## src/rtl/audio_i2s_capture_if.sv

```systemverilog
// audio_i2s_capture_if
// Sample stream between the I2S capture block and its consumer.
//   st_data    : captured sample, two's complement (FIFO head)
//   st_channel : 0 = left, 1 = right
//   st_valid   : FIFO non-empty
//   st_ready   : consumer takes the head when st_valid & st_ready
// master = capture block (source), slave = consumer (sink).
`timescale 1ns/1ps
interface audio_i2s_capture_if #(
  parameter int unsigned SAMPLE_WIDTH = 16
);
  logic [SAMPLE_WIDTH-1:0] st_data;
  logic                    st_channel;
  logic                    st_valid;
  logic                    st_ready;

  modport master (
    output st_data,
    output st_channel,
    output st_valid,
    input  st_ready
  );

  modport slave (
    input  st_data,
    input  st_channel,
    input  st_valid,
    output st_ready
  );
endinterface

```

## src/rtl/audio_i2s_capture.sv

```systemverilog
// audio_i2s_capture
// Deserialises codec ADC audio (I2S or left-justified) into a FIFO and
// presents it as a valid/ready sample stream.
//
// Ports:
//   clk_clk, reset_reset_n : system clock (>= 4x BCLK), async active-low reset
//   enable                 : capture enable
//   adc_bclk/lrck/dat      : codec pins, asynchronous (LRCK low = left)
//   st                     : sample stream (audio_i2s_capture_if.master)
//   fifo_count             : occupied FIFO entries, 0..DEPTH
//   overflow, overflow_clr : sticky word-dropped flag and its clear (set wins)
//   short_err              : 1-cycle pulse, slot ended before SAMPLE_WIDTH bits
//   peak_level, peak_clr   : peak |sample| since clear, and its clear
//
// Optional feature: define AUDIO_PEAK_DETECT_EN to build the peak detector;
// otherwise peak_level is tied to 0 and peak_clr is ignored.
//
// Slot timing: the BCLK rise at which an LRCK change is first seen starts the
// slot; the MSB is taken on the 2nd following rise (I2S_DELAY=1) or the 1st
// following rise (I2S_DELAY=0).
`timescale 1ns/1ps
module audio_i2s_capture #(
  parameter int unsigned SAMPLE_WIDTH = 16,
  parameter int unsigned DEPTH        = 8,
  parameter int unsigned CHANNELS     = 2,
  parameter int unsigned I2S_DELAY    = 1
) (
  input  logic                       clk_clk,
  input  logic                       reset_reset_n,
  input  logic                       enable,
  input  logic                       adc_bclk,
  input  logic                       adc_lrck,
  input  logic                       adc_dat,
  audio_i2s_capture_if.master        st,
  output logic [$clog2(DEPTH):0]     fifo_count,
  output logic                       overflow,
  input  logic                       overflow_clr,
  output logic                       short_err,
  output logic [SAMPLE_WIDTH-1:0]    peak_level,
  input  logic                       peak_clr
);

  localparam int unsigned PTR_W = $clog2(DEPTH);
  localparam int unsigned CNT_W = $clog2(SAMPLE_WIDTH + 1);

  typedef enum logic [1:0] {
    S_IDLE,
    S_DELAY,
    S_SHIFT,
    S_WAIT
  } state_t;

  // ---------------------------------------------------------------
  // Input synchronisers and BCLK rise / LRCK edge detection
  // ---------------------------------------------------------------
  logic bclk_meta, bclk_sync, bclk_dly;
  logic lrck_meta, lrck_sync, lrck_prev;
  logic dat_meta, dat_sync;
  logic bclk_rise, lrck_edge;

  always_ff @(posedge clk_clk or negedge reset_reset_n) begin
    if (!reset_reset_n) begin
      bclk_meta <= 1'b0;
      bclk_sync <= 1'b0;
      bclk_dly  <= 1'b0;
      lrck_meta <= 1'b0;
      lrck_sync <= 1'b0;
      dat_meta  <= 1'b0;
      dat_sync  <= 1'b0;
    end else begin
      bclk_meta <= adc_bclk;
      bclk_sync <= bclk_meta;
      bclk_dly  <= bclk_sync;
      lrck_meta <= adc_lrck;
      lrck_sync <= lrck_meta;
      dat_meta  <= adc_dat;
      dat_sync  <= dat_meta;
    end
  end

  assign bclk_rise = bclk_sync & ~bclk_dly;
  assign lrck_edge = bclk_rise & (lrck_sync != lrck_prev);

  // LRCK level is only tracked at BCLK rises, independent of enable, so a
  // capture can start on the first edge after enable goes high.
  always_ff @(posedge clk_clk or negedge reset_reset_n) begin
    if (!reset_reset_n) begin
      lrck_prev <= 1'b0;
    end else if (bclk_rise) begin
      lrck_prev <= lrck_sync;
    end
  end

  // ---------------------------------------------------------------
  // Slot FSM and shift register
  // ---------------------------------------------------------------
  state_t                  state, state_next;
  logic [SAMPLE_WIDTH-1:0] shift_reg, shift_next;
  logic [CNT_W-1:0]        bit_cnt, bit_cnt_next;
  logic                    chan, chan_next;
  logic                    push_req, push_req_next;
  logic [SAMPLE_WIDTH-1:0] push_data, push_data_next;
  logic                    push_chan, push_chan_next;
  logic                    short_next;

  always_ff @(posedge clk_clk or negedge reset_reset_n) begin
    if (!reset_reset_n) begin
      state     <= S_IDLE;
      shift_reg <= '0;
      bit_cnt   <= '0;
      chan      <= 1'b0;
      push_req  <= 1'b0;
      push_data <= '0;
      push_chan <= 1'b0;
      short_err <= 1'b0;
    end else begin
      state     <= state_next;
      shift_reg <= shift_next;
      bit_cnt   <= bit_cnt_next;
      chan      <= chan_next;
      push_req  <= push_req_next;
      push_data <= push_data_next;
      push_chan <= push_chan_next;
      short_err <= short_next;
    end
  end

  always_comb begin
    state_next     = state;
    shift_next     = shift_reg;
    bit_cnt_next   = bit_cnt;
    chan_next      = chan;
    push_req_next  = 1'b0;
    push_data_next = push_data;
    push_chan_next = push_chan;
    short_next     = 1'b0;

    if (!enable) begin
      state_next   = S_IDLE;
      shift_next   = '0;
      bit_cnt_next = '0;
    end else if (bclk_rise) begin
      if (lrck_edge) begin
        // A new slot always restarts capture; only an interrupted shift is
        // reported as a short frame.
        short_next   = (state == S_SHIFT);
        chan_next    = lrck_sync;
        shift_next   = '0;
        bit_cnt_next = '0;
        state_next   = (I2S_DELAY != 0) ? S_DELAY : S_SHIFT;
      end else begin
        unique case (state)
          S_DELAY: state_next = S_SHIFT;
          S_SHIFT: begin
            shift_next = {shift_reg[SAMPLE_WIDTH-2:0], dat_sync};
            if (bit_cnt == CNT_W'(SAMPLE_WIDTH - 1)) begin
              bit_cnt_next   = '0;
              state_next     = S_WAIT;
              push_req_next  = !chan || (CHANNELS == 2);
              push_data_next = {shift_reg[SAMPLE_WIDTH-2:0], dat_sync};
              push_chan_next = chan;
            end else begin
              bit_cnt_next = bit_cnt + 1'b1;
            end
          end
          default: ;
        endcase
      end
    end
  end

  // ---------------------------------------------------------------
  // First-word-fall-through FIFO
  // ---------------------------------------------------------------
  logic [SAMPLE_WIDTH:0]   mem [DEPTH];
  logic [PTR_W-1:0]        wr_ptr, rd_ptr;
  logic [PTR_W:0]          count;
  logic [SAMPLE_WIDTH-1:0] hold_data;
  logic                    hold_chan;
  logic                    full, empty, pop, wr_en;
  logic [SAMPLE_WIDTH:0]   head;

  assign full  = (count == (PTR_W + 1)'(DEPTH));
  assign empty = (count == '0);
  assign pop   = !empty && st.st_ready;
  // When full, a simultaneous pop frees the slot the push needs.
  assign wr_en = push_req && (!full || pop);
  assign head  = mem[rd_ptr];

  always_ff @(posedge clk_clk) begin
    if (wr_en) begin
      mem[wr_ptr] <= {push_chan, push_data};
    end
  end

  always_ff @(posedge clk_clk or negedge reset_reset_n) begin
    if (!reset_reset_n) begin
      wr_ptr    <= '0;
      rd_ptr    <= '0;
      count     <= '0;
      hold_data <= '0;
      hold_chan <= 1'b0;
      overflow  <= 1'b0;
    end else begin
      if (wr_en) begin
        wr_ptr <= wr_ptr + 1'b1;
      end
      if (pop) begin
        rd_ptr    <= rd_ptr + 1'b1;
        hold_data <= head[SAMPLE_WIDTH-1:0];
        hold_chan <= head[SAMPLE_WIDTH];
      end
      unique case ({wr_en, pop})
        2'b10:   count <= count + 1'b1;
        2'b01:   count <= count - 1'b1;
        default: ;
      endcase
      if (push_req && !wr_en) begin
        overflow <= 1'b1;
      end else if (overflow_clr) begin
        overflow <= 1'b0;
      end
    end
  end

  // Empty FIFO shows the last word handed out rather than stale memory.
  assign st.st_valid   = !empty;
  assign st.st_data    = empty ? hold_data : head[SAMPLE_WIDTH-1:0];
  assign st.st_channel = empty ? hold_chan : head[SAMPLE_WIDTH];
  assign fifo_count    = count;

  // ---------------------------------------------------------------
  // Peak detector
  // ---------------------------------------------------------------
`ifdef AUDIO_PEAK_DETECT_EN
  localparam logic [SAMPLE_WIDTH-1:0] MOST_NEG = {1'b1, {(SAMPLE_WIDTH-1){1'b0}}};
  localparam logic [SAMPLE_WIDTH-1:0] MOST_POS = {1'b0, {(SAMPLE_WIDTH-1){1'b1}}};

  logic [SAMPLE_WIDTH-1:0] mag;

  always_comb begin
    mag = push_data;
    if (push_data[SAMPLE_WIDTH-1]) begin
      mag = (push_data == MOST_NEG) ? MOST_POS : ('0 - push_data);
    end
  end

  always_ff @(posedge clk_clk or negedge reset_reset_n) begin
    if (!reset_reset_n) begin
      peak_level <= '0;
    end else if (wr_en) begin
      if (peak_clr || (mag > peak_level)) begin
        peak_level <= mag;
      end
    end else if (peak_clr) begin
      peak_level <= '0;
    end
  end
`else
  logic peak_clr_unused;
  assign peak_clr_unused = peak_clr;
  assign peak_level      = '0;
`endif

endmodule
```

## src/flat_wrapper.sv

```systemverilog
// flat-port wrapper written by rule: the top's interface ports become plain ports
module audio_i2s_capture_flat 
#(
  parameter int unsigned SAMPLE_WIDTH = 16,
  parameter int unsigned DEPTH        = 8,
  parameter int unsigned CHANNELS     = 2,
  parameter int unsigned I2S_DELAY    = 1
)
  (clk_clk, reset_reset_n, enable, adc_bclk, adc_lrck, adc_dat, fifo_count, overflow, overflow_clr, short_err, peak_level, peak_clr, st_st_data, st_st_channel, st_st_valid, st_st_ready);
  audio_i2s_capture_if #(.SAMPLE_WIDTH(SAMPLE_WIDTH)) st_i ();
  input  logic clk_clk;
  input  logic reset_reset_n;
  input  logic enable;
  input  logic adc_bclk;
  input  logic adc_lrck;
  input  logic adc_dat;
  output logic [$clog2(DEPTH):0] fifo_count;
  output logic overflow;
  input  logic overflow_clr;
  output logic short_err;
  output logic [SAMPLE_WIDTH-1:0] peak_level;
  input  logic peak_clr;
  output wire logic [$bits(st_i.st_data)-1:0] st_st_data;
  output wire logic [$bits(st_i.st_channel)-1:0] st_st_channel;
  output wire logic [$bits(st_i.st_valid)-1:0] st_st_valid;
  input wire logic [$bits(st_i.st_ready)-1:0] st_st_ready;
  assign st_st_data = st_i.st_data;
  assign st_st_channel = st_i.st_channel;
  assign st_st_valid = st_i.st_valid;
  assign st_i.st_ready = st_st_ready;
  audio_i2s_capture #(.SAMPLE_WIDTH(SAMPLE_WIDTH), .DEPTH(DEPTH), .CHANNELS(CHANNELS), .I2S_DELAY(I2S_DELAY)) u_core (.clk_clk(clk_clk), .reset_reset_n(reset_reset_n), .enable(enable), .adc_bclk(adc_bclk), .adc_lrck(adc_lrck), .adc_dat(adc_dat), .st(st_i), .fifo_count(fifo_count), .overflow(overflow), .overflow_clr(overflow_clr), .short_err(short_err), .peak_level(peak_level), .peak_clr(peak_clr));
endmodule
```

## config.mk

```make
export PLATFORM = sky130hd
export DESIGN_NAME = audio_i2s_capture_flat
export DESIGN_NICKNAME = d
export VERILOG_FILES = /design/src/rtl/audio_i2s_capture_if.sv /design/src/rtl/audio_i2s_capture.sv /design/src/flat_wrapper.sv
export SDC_FILE = /design/constraint.sdc
export NUM_CORES = 1
export LEC_CHECK = 0
export CELL_PAD_IN_SITES_DETAIL_PLACEMENT = 0
export CELL_PAD_IN_SITES_GLOBAL_PLACEMENT = 1
export CORE_ASPECT_RATIO = 0.5
export CORE_UTILIZATION = 54
export DETAILED_ROUTE_END_ITERATION = 6
export DONT_BUFFER_PORTS = 1
export GPL_TIMING_DRIVEN = 0
export MAX_ROUTING_LAYER = met4
export PLACE_DENSITY_LB_ADDON = 0.1
export SETUP_SLACK_MARGIN = 0.05
export SLEW_MARGIN = 20
export SYNTH_ARGS = -nofsm -noshare
export SYNTH_HDL_FRONTEND = slang
export SYNTH_SLANG_ARGS = --single-unit
```

## constraint.sdc

```tcl
create_clock -name clk_clk -period 3.9 [get_ports clk_clk]
set_input_delay 0.78 -clock clk_clk [delete_from_list [all_inputs] [get_ports clk_clk]]
set_output_delay 0.78 -clock clk_clk [all_outputs]
set_load 0.03 [all_outputs]
```

### Word level (Yosys, flattened, before mapping)

Memories as Yosys holds them, arrays and structs flattened.
Index checks and enable logic that the tools add are counted.

* register bits: 78
* RAM bits: 136
* input port bits: 9
* word-level logic and storage cells: 86
* memories: 1

* add/sub/neg operators: 5
* equal/unequal tests: 11
* mux-type cells: 29
* bitwise logic cells: 4
* reductions and logical operators: 14

Memories
* u_core.mem: words 8, width 17, read ports 1, clocked after memory_dff 0, write ports 1, line audio_i2s_capture.sv:175 `logic [SAMPLE_WIDTH:0] mem [DEPTH];`

Operator list (count)
* $mux 15: 4
* $mux 5: 5
* $mux 16: 1
* $mux 1: 13
* $mux 2: 4
* $pmux 4 s2: 1
* $add 3x1->3 const B: 2
* $reduce_and 3->1: 2
* $add 5x1->5 const B: 1
* $eq 5x4->1 const B: 1
* $reduce_and 5->1: 1
* $add 4x1->4 const B: 1
* $eq 2x1->1 const B: 2
* $eq 2x2->1 const B: 2
* $eq 4x4->1 const B: 1
* $logic_not 4->1: 1
* $ne 4x1->1 const B: 1
* $ne 4x3->1 const B: 1
* $pmux 2 s2: 1
* $reduce_bool 2->1: 2
* $sub 4x1->4 const B: 1
* $logic_and 1x1->1: 3
* $logic_not 1->1: 3
* $ne 3x1->1 const B: 1
* 6 further kinds: 8

### Longest topological paths before layout

Gate-level depths: netlist of run 1.

* word-level depth: 8
* depth in mapped cells: 9

### Least setup slack after synthesis of run 1

Ideal clock, no wire load.

* kind: input-to-reg
* start: input st_st_ready
* end: memory u_core.mem[1][0] (netlist bit), enable pin
* arrival: 2.788 ns
* path slack: 0.700 ns
* stages: 5
* path buffers: 1
* cell sequence: buf_2 inv_1 a31oi_1 nand2_1 nor3_1

* cells in the longest elaborated chain, start to end: 5

Ends and longest elaborated chain
* from (decl): line flat_wrapper.sv:26 `input wire logic [$bits(st_i.st_ready)-1:0] st_st_ready;`
* $logic_and 1x1->1: line audio_i2s_capture.sv:185 `assign pop = !empty && st.st_ready;`
* $logic_or 1x1->1: line audio_i2s_capture.sv:187 `assign wr_en = push_req && (!full || pop);`
* $logic_and 1x1->1: line audio_i2s_capture.sv:187
* $mux 1: line audio_i2s_capture.sv:191 `if (wr_en) begin`
* $mux 1 (implied by the code): line audio_i2s_capture.sv:192 `mem[wr_ptr] <= {push_chan, push_data};`
* to (decl): line audio_i2s_capture.sv:175

Every way passes these cells.

### Worst setup path after layout of run 1

* start: register u_core.rd_ptr[2]
* end: output st_st_data[6]

* cells in the longest elaborated chain, start to end: 2

Ends and longest elaborated chain
* from (decl): line audio_i2s_capture.sv:176 `logic [PTR_W-1:0] wr_ptr, rd_ptr;`
* from (signal assigned): line audio_i2s_capture.sv:209 `rd_ptr <= rd_ptr + 1'b1;`
* $mem_v2 8x17
* $mux 16: line audio_i2s_capture.sv:228 `assign st.st_data = empty ? hold_data : head[SAMPLE_WIDTH-1:0];`
* to (decl): line flat_wrapper.sv:23 `output wire logic [$bits(st_i.st_data)-1:0] st_st_data;`

Every way passes these cells.

==> results of run 1 <==
[synth_stat cells (2+ instances only)]
cell,number,share of area
sky130_fd_sc_hd__a21oi_1,22,0.013
sky130_fd_sc_hd__buf_6,2,0.0026
sky130_fd_sc_hd__edfxtp_1,136,0.47
sky130_fd_sc_hd__a22o_1,15,0.015
sky130_fd_sc_hd__nand2_1,29,0.013
sky130_fd_sc_hd__nand2b_1,3,0.0022
sky130_fd_sc_hd__o41ai_4,2,0.0064
sky130_fd_sc_hd__ha_1,5,0.0072
sky130_fd_sc_hd__nor3_1,7,0.0041
sky130_fd_sc_hd__nor3b_1,2,0.0017
sky130_fd_sc_hd__nor2b_1,4,0.0029
sky130_fd_sc_hd__a211o_1,2,0.0020
sky130_fd_sc_hd__buf_1,3,0.0013
sky130_fd_sc_hd__mux4_2,34,0.089
sky130_fd_sc_hd__a31oi_1,2,0.0014
sky130_fd_sc_hd__o21ai_0,24,0.014
sky130_fd_sc_hd__inv_1,8,0.0035
sky130_fd_sc_hd__xnor2_1,4,0.0041
sky130_fd_sc_hd__nor2_1,27,0.012
sky130_fd_sc_hd__buf_2,12,0.0069
sky130_fd_sc_hd__mux2_2,22,0.029
sky130_fd_sc_hd__buf_4,20,0.017
sky130_fd_sc_hd__xor2_1,2,0.0020
sky130_fd_sc_hd__nand3_1,6,0.0035
sky130_fd_sc_hd__clkbuf_1,4,0.0017
sky130_fd_sc_hd__dfrtp_1,78,0.23
sky130_fd_sc_hd__mux2i_1,19,0.022
[placed cells by master (no fill, tap or decap), types with 4 or more instances in the layout]
cell / n
sky130_fd_sc_hd__a22o_1: 15
sky130_fd_sc_hd__ha_1: 5
sky130_fd_sc_hd__buf_4: 22
sky130_fd_sc_hd__buf_8: 4
sky130_fd_sc_hd__o21ai_0: 24
sky130_fd_sc_hd__conb_1: 16
sky130_fd_sc_hd__dfrtp_1: 78
sky130_fd_sc_hd__buf_6: 4
sky130_fd_sc_hd__clkinv_1: 5
sky130_fd_sc_hd__clkbuf_16: 19
sky130_fd_sc_hd__inv_1: 8
sky130_fd_sc_hd__nand3_1: 6
sky130_fd_sc_hd__nor3_1: 5
sky130_fd_sc_hd__nor2_1: 21
sky130_fd_sc_hd__mux2i_1: 19
sky130_fd_sc_hd__nand2_1: 29
sky130_fd_sc_hd__nor2b_1: 4
sky130_fd_sc_hd__mux4_2: 34
sky130_fd_sc_hd__a21oi_1: 22
sky130_fd_sc_hd__mux2_2: 22
sky130_fd_sc_hd__clkbuf_1: 8
sky130_fd_sc_hd__xnor2_1: 4
sky130_fd_sc_hd__nor2_2: 4
sky130_fd_sc_hd__buf_2: 12
sky130_fd_sc_hd__edfxtp_1: 136
[cell type report]
class	instances	area, sq um	area share
Sequential cell	214	6040	0.624
Clock buffer	25	518	0.0536
Timing Repair Buffer	8	110	0.0114
Clock inverter	9	42.5	0.00440
Multi-Input combinational cell	266	2400	0.248
Tap cell	204	255	0.0264
Inverter	8	30.0	0.00311
Buffer	43	279	0.0289
[repair_timing]
action                                 CTS  global route
hold buffers                             1             0
gates resized for setup                  0             0
endpoints found under the hold margin   78             0
[power breakdown]
part | switching, uW | internal (uW) | total [uW] | leakage [uW]
Sequential | 140 | 2530 | 2670 | 0.00234
Clock | 768 | 936 | 1700 | 0.000274
Combinational | 1250 | 652 | 1900 | 0.00121
[cell families after synthesis]
| family | share of synthesized area |
|---|---|
| flip-flops | 0.698 |
| multiplexers | 0.139 |
| buffers and inverters | 0.0357 |
| other | 0.000434 |
| XOR/XNOR | 0.00796 |
| AO/OA/AOI/OAI | 0.0614 |
| adder cells (fa/ha/maj) | 0.00955 |
| AND/OR/NAND/NOR | 0.0475 |
[how the worst min path moves through the flow]
stage | slack, ns | cells after the start | from | to
5_1_grt | 0.21 | 1 | reset_reset_n | u_core.state[1]$_DFFE_PN0P_
4_1_cts | 0.21 | 1 | reset_reset_n | u_core.state[1]$_DFFE_PN0P_
6_report | 0.18 | 1 | reset_reset_n | u_core.state[1]$_DFFE_PN0P_
3_5_place_dp | 0.34 | 0 | u_core.lrck_meta$_DFF_PN0_ | u_core.lrck_sync$_DFF_PN0_
2_1_floorplan | 0.33 | 0 | u_core.bclk_meta$_DFF_PN0_ | u_core.bclk_sync$_DFF_PN0_
3_3_place_gp | 0.33 | 0 | u_core.lrck_meta$_DFF_PN0_ | u_core.lrck_sync$_DFF_PN0_
[per-stage QoR]
stage               std cells  setup WS (ns)  utilization  area, sq um  setup TNS [ns]
floorplan                 531          0.700            -         8700               0
global placement          735         -0.732        0.577         8960          -20.91
detailed placement        742          0.802        0.584         9080               0
CTS                       777          0.282        0.622         9670               0
global route              777          0.142        0.622         9670               0
finish                    777          0.298        0.622         9670               0
[critical path, cell delays in order, from the launching register on]
cell,delay [ns]
sky130_fd_sc_hd__dfrtp_1,0.32
sky130_fd_sc_hd__clkbuf_2,0.23
sky130_fd_sc_hd__buf_1,0.62
sky130_fd_sc_hd__mux4_2,0.42
sky130_fd_sc_hd__mux2i_1,0.40
sky130_fd_sc_hd__a21oi_1,0.34
[layer usage]
metal,wire length [um],vias to the layer above,global-route usage
li1,-,2025,-
met1,8220,2276,0.333
met2,6940,117,0.302
met3,826,24,0.0369
met4,244,0,0.0360
met5,0,-,-
==> insert_results.sql, run 1 <==
INSERT INTO impl_metrics (metric_group, metric, value, unit) VALUES
('status', 'outcome', 'finished, final reports clean', ''),
('setup_path', 'critical_path.reg2reg.startpoint', 'u_core.fifo_count[1]$_DFFE_PN0P_', ''),
('detailed_routing', 'drt_drc_violations_left', '0', ''),
('floorplanning', 'design.core.area', '15500', 'sq um'),
('sta', 'pins_over_slew_limit', '0', ''),
('layout', 'biggestRegsByFlops', 'u_core.mem x136, u_core.hold_data x16, u_core.push_data x16', ''),
('global_route', 'antenna_found_initial', '1', ''),
('worst_hold_path', 'timing.hold.worst.class', 'input port to async pin', ''),
('logic_synthesis', 'post_synth_num_cell_types', '49', ''),
('floorplanning', 'die_area', '16500', 'sq um'),
('power_and_ir_drop', 'power.ir.vdd_worst', '344', 'uV'),
('logic_synthesis', 'synth_area', '8640', 'sq um'),
('sta', 'timing.final.setup_violations', '0', ''),
('setup_path', 'startpoint_type', 'register', ''),
('logic_synthesis', 'syn-mean-instance-area', '16.8', 'sq um'),
('layout', 'num-nets-final', '575', ''),
('setup_path', 'crit_path_max_fanout', '10', ''),
('setup_path', 'crit_startpoint', 'u_core.rd_ptr[2]$_DFFE_PN0N_', ''),
('layout', 'antenna-diode-count', '0', ''),
('floorplanning', 'ioPinCount', '49', ''),
('cts', 'cts.repair_timing.setup_buffer_count', '0', ''),
('setup_path', 'worst_setup_path_end_kind', 'primary output', ''),
('sta', 'max-slew-margin-rel', '0.397', ''),
('layout', 'layout-drive-gt1-share', '0.251', ''),
('floorplanning', 'floorplan.die.height', '91.5', 'um'),
('layout', 'areaGrowthSynthToFinish', '11.8', '%'),
('sta', 'grt_setup_unrepaired', 'no', ''),
('power_and_ir_drop', 'power_density', '648', 'nW/um^2'),
('cts', 'tritoncts_num_sinks', '214', ''),
('detailed_routing', 'detailed_route_wl', '16.2', 'mm'),
('detailed_routing', 'total_number_of_vias', '4442', ''),
('setup_path', 'worstReg2RegEnd', 'u_core.mem[1][7]$_DFFE_PP_', ''),
('sta', 'clock-skew-final', '0.00953', 'ns'),
('cts', 'tritoncts', 'yes', ''),
('placement', 'place.gp.congestion', '0.784', ''),
('layout', 'regMostFlops', 'u_core.mem', ''),
('cts', 'clkLatencyLatePin', '0.48', 'ns'),
('detailed_routing', 'detail_route.wl_per_cell', '20.9', 'um'),
('setup_path', 'r2r.worst_path.cells', '6', ''),
('sta', 'layout_min_cycle_time', '3.60', 'ns'),
('detailed_routing', 'avgViaCountPerCell', '5.72', ''),
('setup_path', 'critical_path_class', 'register to primary output', ''),
('global_route', 'grt_max_degree', '79', ''),
('logic_synthesis', 'synth-edff-count', '136', ''),
('global_route', 'grt_pass1_vias', '4328', ''),
('sta', 'worstMarginPinSlew', '0.904', 'ns'),
('setup_path', 'cp.arrival', '2.82', 'ns'),
('cts', 'numCtsBuffers', '19', ''),
('logic_synthesis', 'yosysSeqAreaShare', '0.698', ''),
('global_route', 'overflow', '0', ''),
('detailed_routing', 'final_antenna_net_count', '0', ''),
('setup_path', 'worst_setup_path_endpoint', 'st_st_data[6]', ''),
('power_and_ir_drop', 'p_leak', '0.00383', 'uW'),
('layout', 'fill_cells', '1151', ''),
('sta', 'timing_hold_violations_final', '0', ''),
('sta', 'fmaxAchievable', '0.278', 'GHz'),
('floorplanning', 'initial_utilization', '0.556', ''),
('sta', 'period_share', '0.924', ''),
('detailed_routing', 'drt_iter0_markers', '276', ''),
('detailed_routing', 'detail_route.first_pass.iterations', '4', ''),
('cts', 'clockBufferDepth', '3', ''),
('logic_synthesis', 'ys_async_sr_fraction', '0.364', ''),
('cts', 'h-tree-depth', '1', ''),
('floorplanning', 'die_width', '181', 'um'),
('global_route', 'grt_pass1_wl', '25.5', 'mm'),
('logic_synthesis', 'synth_top_flop_cell', 'sky130_fd_sc_hd__edfxtp_1', ''),
('setup_path', 'ff2ff_setup_slack', '1.00', 'ns'),
('logic_synthesis', 'synthesis.instances', '516', ''),
('sta', 'hold_ws', '0.184', 'ns'),
('layout', 'flip_flop_count_of_the_largest_register_after_layout', '136', ''),
('flow_run', 'drv_cap', '0', ''),
('placement', 'dp_hpwl', '10.4', 'mm'),
('logic_synthesis', 'synth.ff_latch_count', '214', ''),
('logic_synthesis', 'yosysWarningCount', '0', ''),
('setup_path', 'critPathRequiredTime', '3.12', 'ns'),
('placement', 'port_buffers', '0', ''),
('cts', 'cts.clk_slew.worst_paths', '0.06', 'ns'),
('global_route', 'grtUsageTotal', '0.215', ''),
('cts', 'ctsRootBufferMaster', 'sky130_fd_sc_hd__clkbuf_16', ''),
('power_and_ir_drop', 'total_power', '6270', 'uW'),
('floorplanning', 'rows', '32', '');
(Power assumes the default switching activity.)
==> inputs of run 2 (changes only) <==
- clock period: 3.9 -> 4.1 ns (I/O delays scaled with it)
==> run 2 against run 1 <==
Design area is 0.28% lower; combinational power is 6% lower; flip-flop and latch count stayed put; largest power group unchanged.
==> insert_results.sql, run 2 (synthesis gave the netlist of run 1 again) <==
INSERT INTO impl_metrics (metric_group, metric, value, unit) VALUES
('detailed_routing', 'detail_route.first_pass.iterations', '4', ''),
('sta', 'fmaxAchievable', '0.275', 'GHz'),
('global_route', 'grtUsageTotal', '0.214', ''),
('global_route', 'grt_max_degree', '79', ''),
('sta', 'layout_min_cycle_time', '3.64', 'ns'),
('cts', 'tritoncts', 'yes', ''),
('global_route', 'overflow', '0', ''),
('floorplanning', 'ioPinCount', '49', ''),
('sta', 'max-slew-margin-rel', '0.435', ''),
('placement', 'placed_cell_count', '742', ''),
('sta', 'clock-skew-final', '0.00977', 'ns'),
('detailed_routing', 'detailed_route_wl', '16.1', 'mm'),
('power_and_ir_drop', 'power_density', '616', 'nW/um^2'),
('detailed_routing', 'avgViaCountPerCell', '5.70', ''),
('setup_path', 'crit_path_max_fanout', '10', ''),
('global_route', 'antenna_found_initial', '1', ''),
('detailed_routing', 'final_antenna_net_count', '0', ''),
('setup_path', 'startpoint_type', 'register', ''),
('placement', 'place.gp.congestion', '0.784', ''),
('sta', 'timing_hold_violations_final', '0', ''),
('sta', 'worstMarginPinSlew', '0.848', 'ns'),
('power_and_ir_drop', 'p_leak', '0.00382', 'uW'),
('sta', 'period_share', '0.887', ''),
('floorplanning', 'initial_utilization', '0.556', ''),
('sta', 'hold_ws', '0.0270', 'ns'),
('floorplanning', 'rows', '32', ''),
('placement', 'dp_hpwl', '10.4', 'mm'),
('worst_hold_path', 'timing.hold.worst.class', 'input port to async pin', ''),
('cts', 'cts.repair.resized', '0', ''),
('layout', 'regMostFlops', 'u_core.mem', ''),
('layout', 'layout_common_cells', '136 x sky130_fd_sc_hd__edfxtp_1, 78 x sky130_fd_sc_hd__dfrtp_1, 34 x sky130_fd_sc_hd__mux4_2, 29 x sky130_fd_sc_hd__nand2_1, 24 x sky130_fd_sc_hd__o21ai_0', ''),
('cts', 'h-tree-depth', '1', ''),
('cts', 'ctsRootBufferMaster', 'sky130_fd_sc_hd__clkbuf_16', ''),
('cts', 'tritoncts_num_sinks', '214', ''),
('layout', 'fill_cells', '1153', ''),
('layout', 'num-nets-final', '574', ''),
('layout', 'layout_commonest_cell', 'sky130_fd_sc_hd__edfxtp_1', ''),
('setup_path', 'r2r.worst_path.cells', '6', ''),
('cts', 'clkLatencyLatePin', '0.48', 'ns'),
('floorplanning', 'floorplan.die.height', '91.5', 'um'),
('floorplanning', 'die_width', '181', 'um'),
('layout', 'biggestRegsByFlops', 'u_core.mem x136, u_core.hold_data x16, u_core.push_data x16', ''),
('global_route', 'grt_pass1_vias', '4313', ''),
('layout', 'flip_flop_count_of_the_largest_register_after_layout', '136', ''),
('sta', 'timing.final.setup_violations', '0', ''),
('global_route', 'grt_pass1_wl', '25.4', 'mm'),
('power_and_ir_drop', 'power.ir.vdd_worst', '325', 'uV'),
('cts', 'numCtsBuffers', '19', ''),
('layout', 'antenna-diode-count', '0', ''),
('floorplanning', 'design.core.area', '15500', 'sq um'),
('floorplanning', 'die_area', '16500', 'sq um'),
('placement', 'port_buffers', '0', ''),
('detailed_routing', 'detail_route.wl_per_cell', '20.8', 'um'),
('flow_run', 'drv_cap', '0', ''),
('detailed_routing', 'drt_iter0_markers', '270', ''),
('setup_path', 'critical_path_class', 'register to primary output', ''),
('detailed_routing', 'total_number_of_vias', '4424', ''),
('detailed_routing', 'drt_drc_violations_left', '0', ''),
('layout', 'areaGrowthSynthToFinish', '11.5', '%'),
('cts', 'clockBufferDepth', '3', ''),
('sta', 'grt_setup_unrepaired', 'no', ''),
('cts', 'cts-hold-fix-buffers', '0', ''),
('cts', 'cts.repair_timing.setup_buffer_count', '0', ''),
('cts', 'cts.clk_slew.worst_paths', '0.07', 'ns'),
('setup_path', 'worst_setup_path_end_kind', 'primary output', ''),
('layout', 'finalNonFillerCells', '776', ''),
('setup_path', 'cp.arrival', '2.82', 'ns'),
('sta', 'pins_over_slew_limit', '0', ''),
('layout', 'layout-drive-gt1-share', '0.250', ''),
('status', 'outcome', 'finished, final reports clean', ''),
('setup_path', 'critPathRequiredTime', '3.28', 'ns');
## run 2: routing by layer
layer  global-route usage  wire (um)
met5                    -          0
met4               0.0360        244
met3               0.0369        763
met2                0.299       6900
met1                0.333       8240
## run 2: layout make-up
| type | instances | area [sq um] | share of cell area |
|---|---|---|---|
| Multi-Input combinational cell | 266 | 2400 | 0.249 |
| Timing Repair Buffer | 7 | 82.6 | 0.00857 |
| Tap cell | 204 | 255 | 0.0265 |
| Clock inverter | 9 | 42.5 | 0.00441 |
| Clock buffer | 25 | 518 | 0.0537 |
| Buffer | 43 | 279 | 0.0289 |
| Inverter | 8 | 30.0 | 0.00312 |
| Sequential cell | 214 | 6040 | 0.626 |
## run 2: report_power, final
part           switching (uW)  internal, uW
sequential                134          2400
clock                     729           890
combinational            1170           617
total                    2030          3910
## run 2: critical path, cell delays in order (launching register included)
cell and delay (ns):
sky130_fd_sc_hd__dfrtp_1 0.49, sky130_fd_sc_hd__buf_2 0.23, sky130_fd_sc_hd__or4_4 0.54, sky130_fd_sc_hd__buf_2 0.21, sky130_fd_sc_hd__buf_2 0.25, sky130_fd_sc_hd__a21oi_1 0.61
## run 2: through the flow
| stage | TNS, ns | power, uW | utilization | setup WS [ns] | area [sq um] |
|---|---|---|---|---|---|
| finish | 0 | 5940 | 0.620 | 0.462 | 9640 |
| global route | 0 | 6230 | 0.620 | 0.302 | 9640 |
| CTS | 0 | 6000 | 0.620 | 0.442 | 9640 |
| detailed placement | 0 | 4370 | 0.584 | 0.962 | 9080 |
| global placement | -15.47 | 4360 | 0.577 | -0.572 | 8960 |
| floorplan | 0 | 3990 | - | 0.860 | 8700 |
## run 2: final timing paths
path | startpoint | endpoint | slack [ns]
setup / recovery | u_core.fifo_count[3]$_DFFE_PN0P_ | st_st_data[12] | 0.46
hold / removal | reset_reset_n | u_core.state[1]$_DFFE_PN0P_ | 0.03
setup reg to reg | u_core.fifo_count[1]$_DFFE_PN0P_ | u_core.mem[1][12]$_DFFE_PP_ | 1.20
hold reg to reg | u_core.dat_meta$_DFF_PN0_ | u_core.dat_sync$_DFF_PN0_ | 0.35
max in group asynchronous | reset_reset_n | u_core.hold_data[6]$_DFFE_PN0N_ | 3.94
min in group clk_clk | u_core.dat_meta$_DFF_PN0_ | u_core.dat_sync$_DFF_PN0_ | 0.35
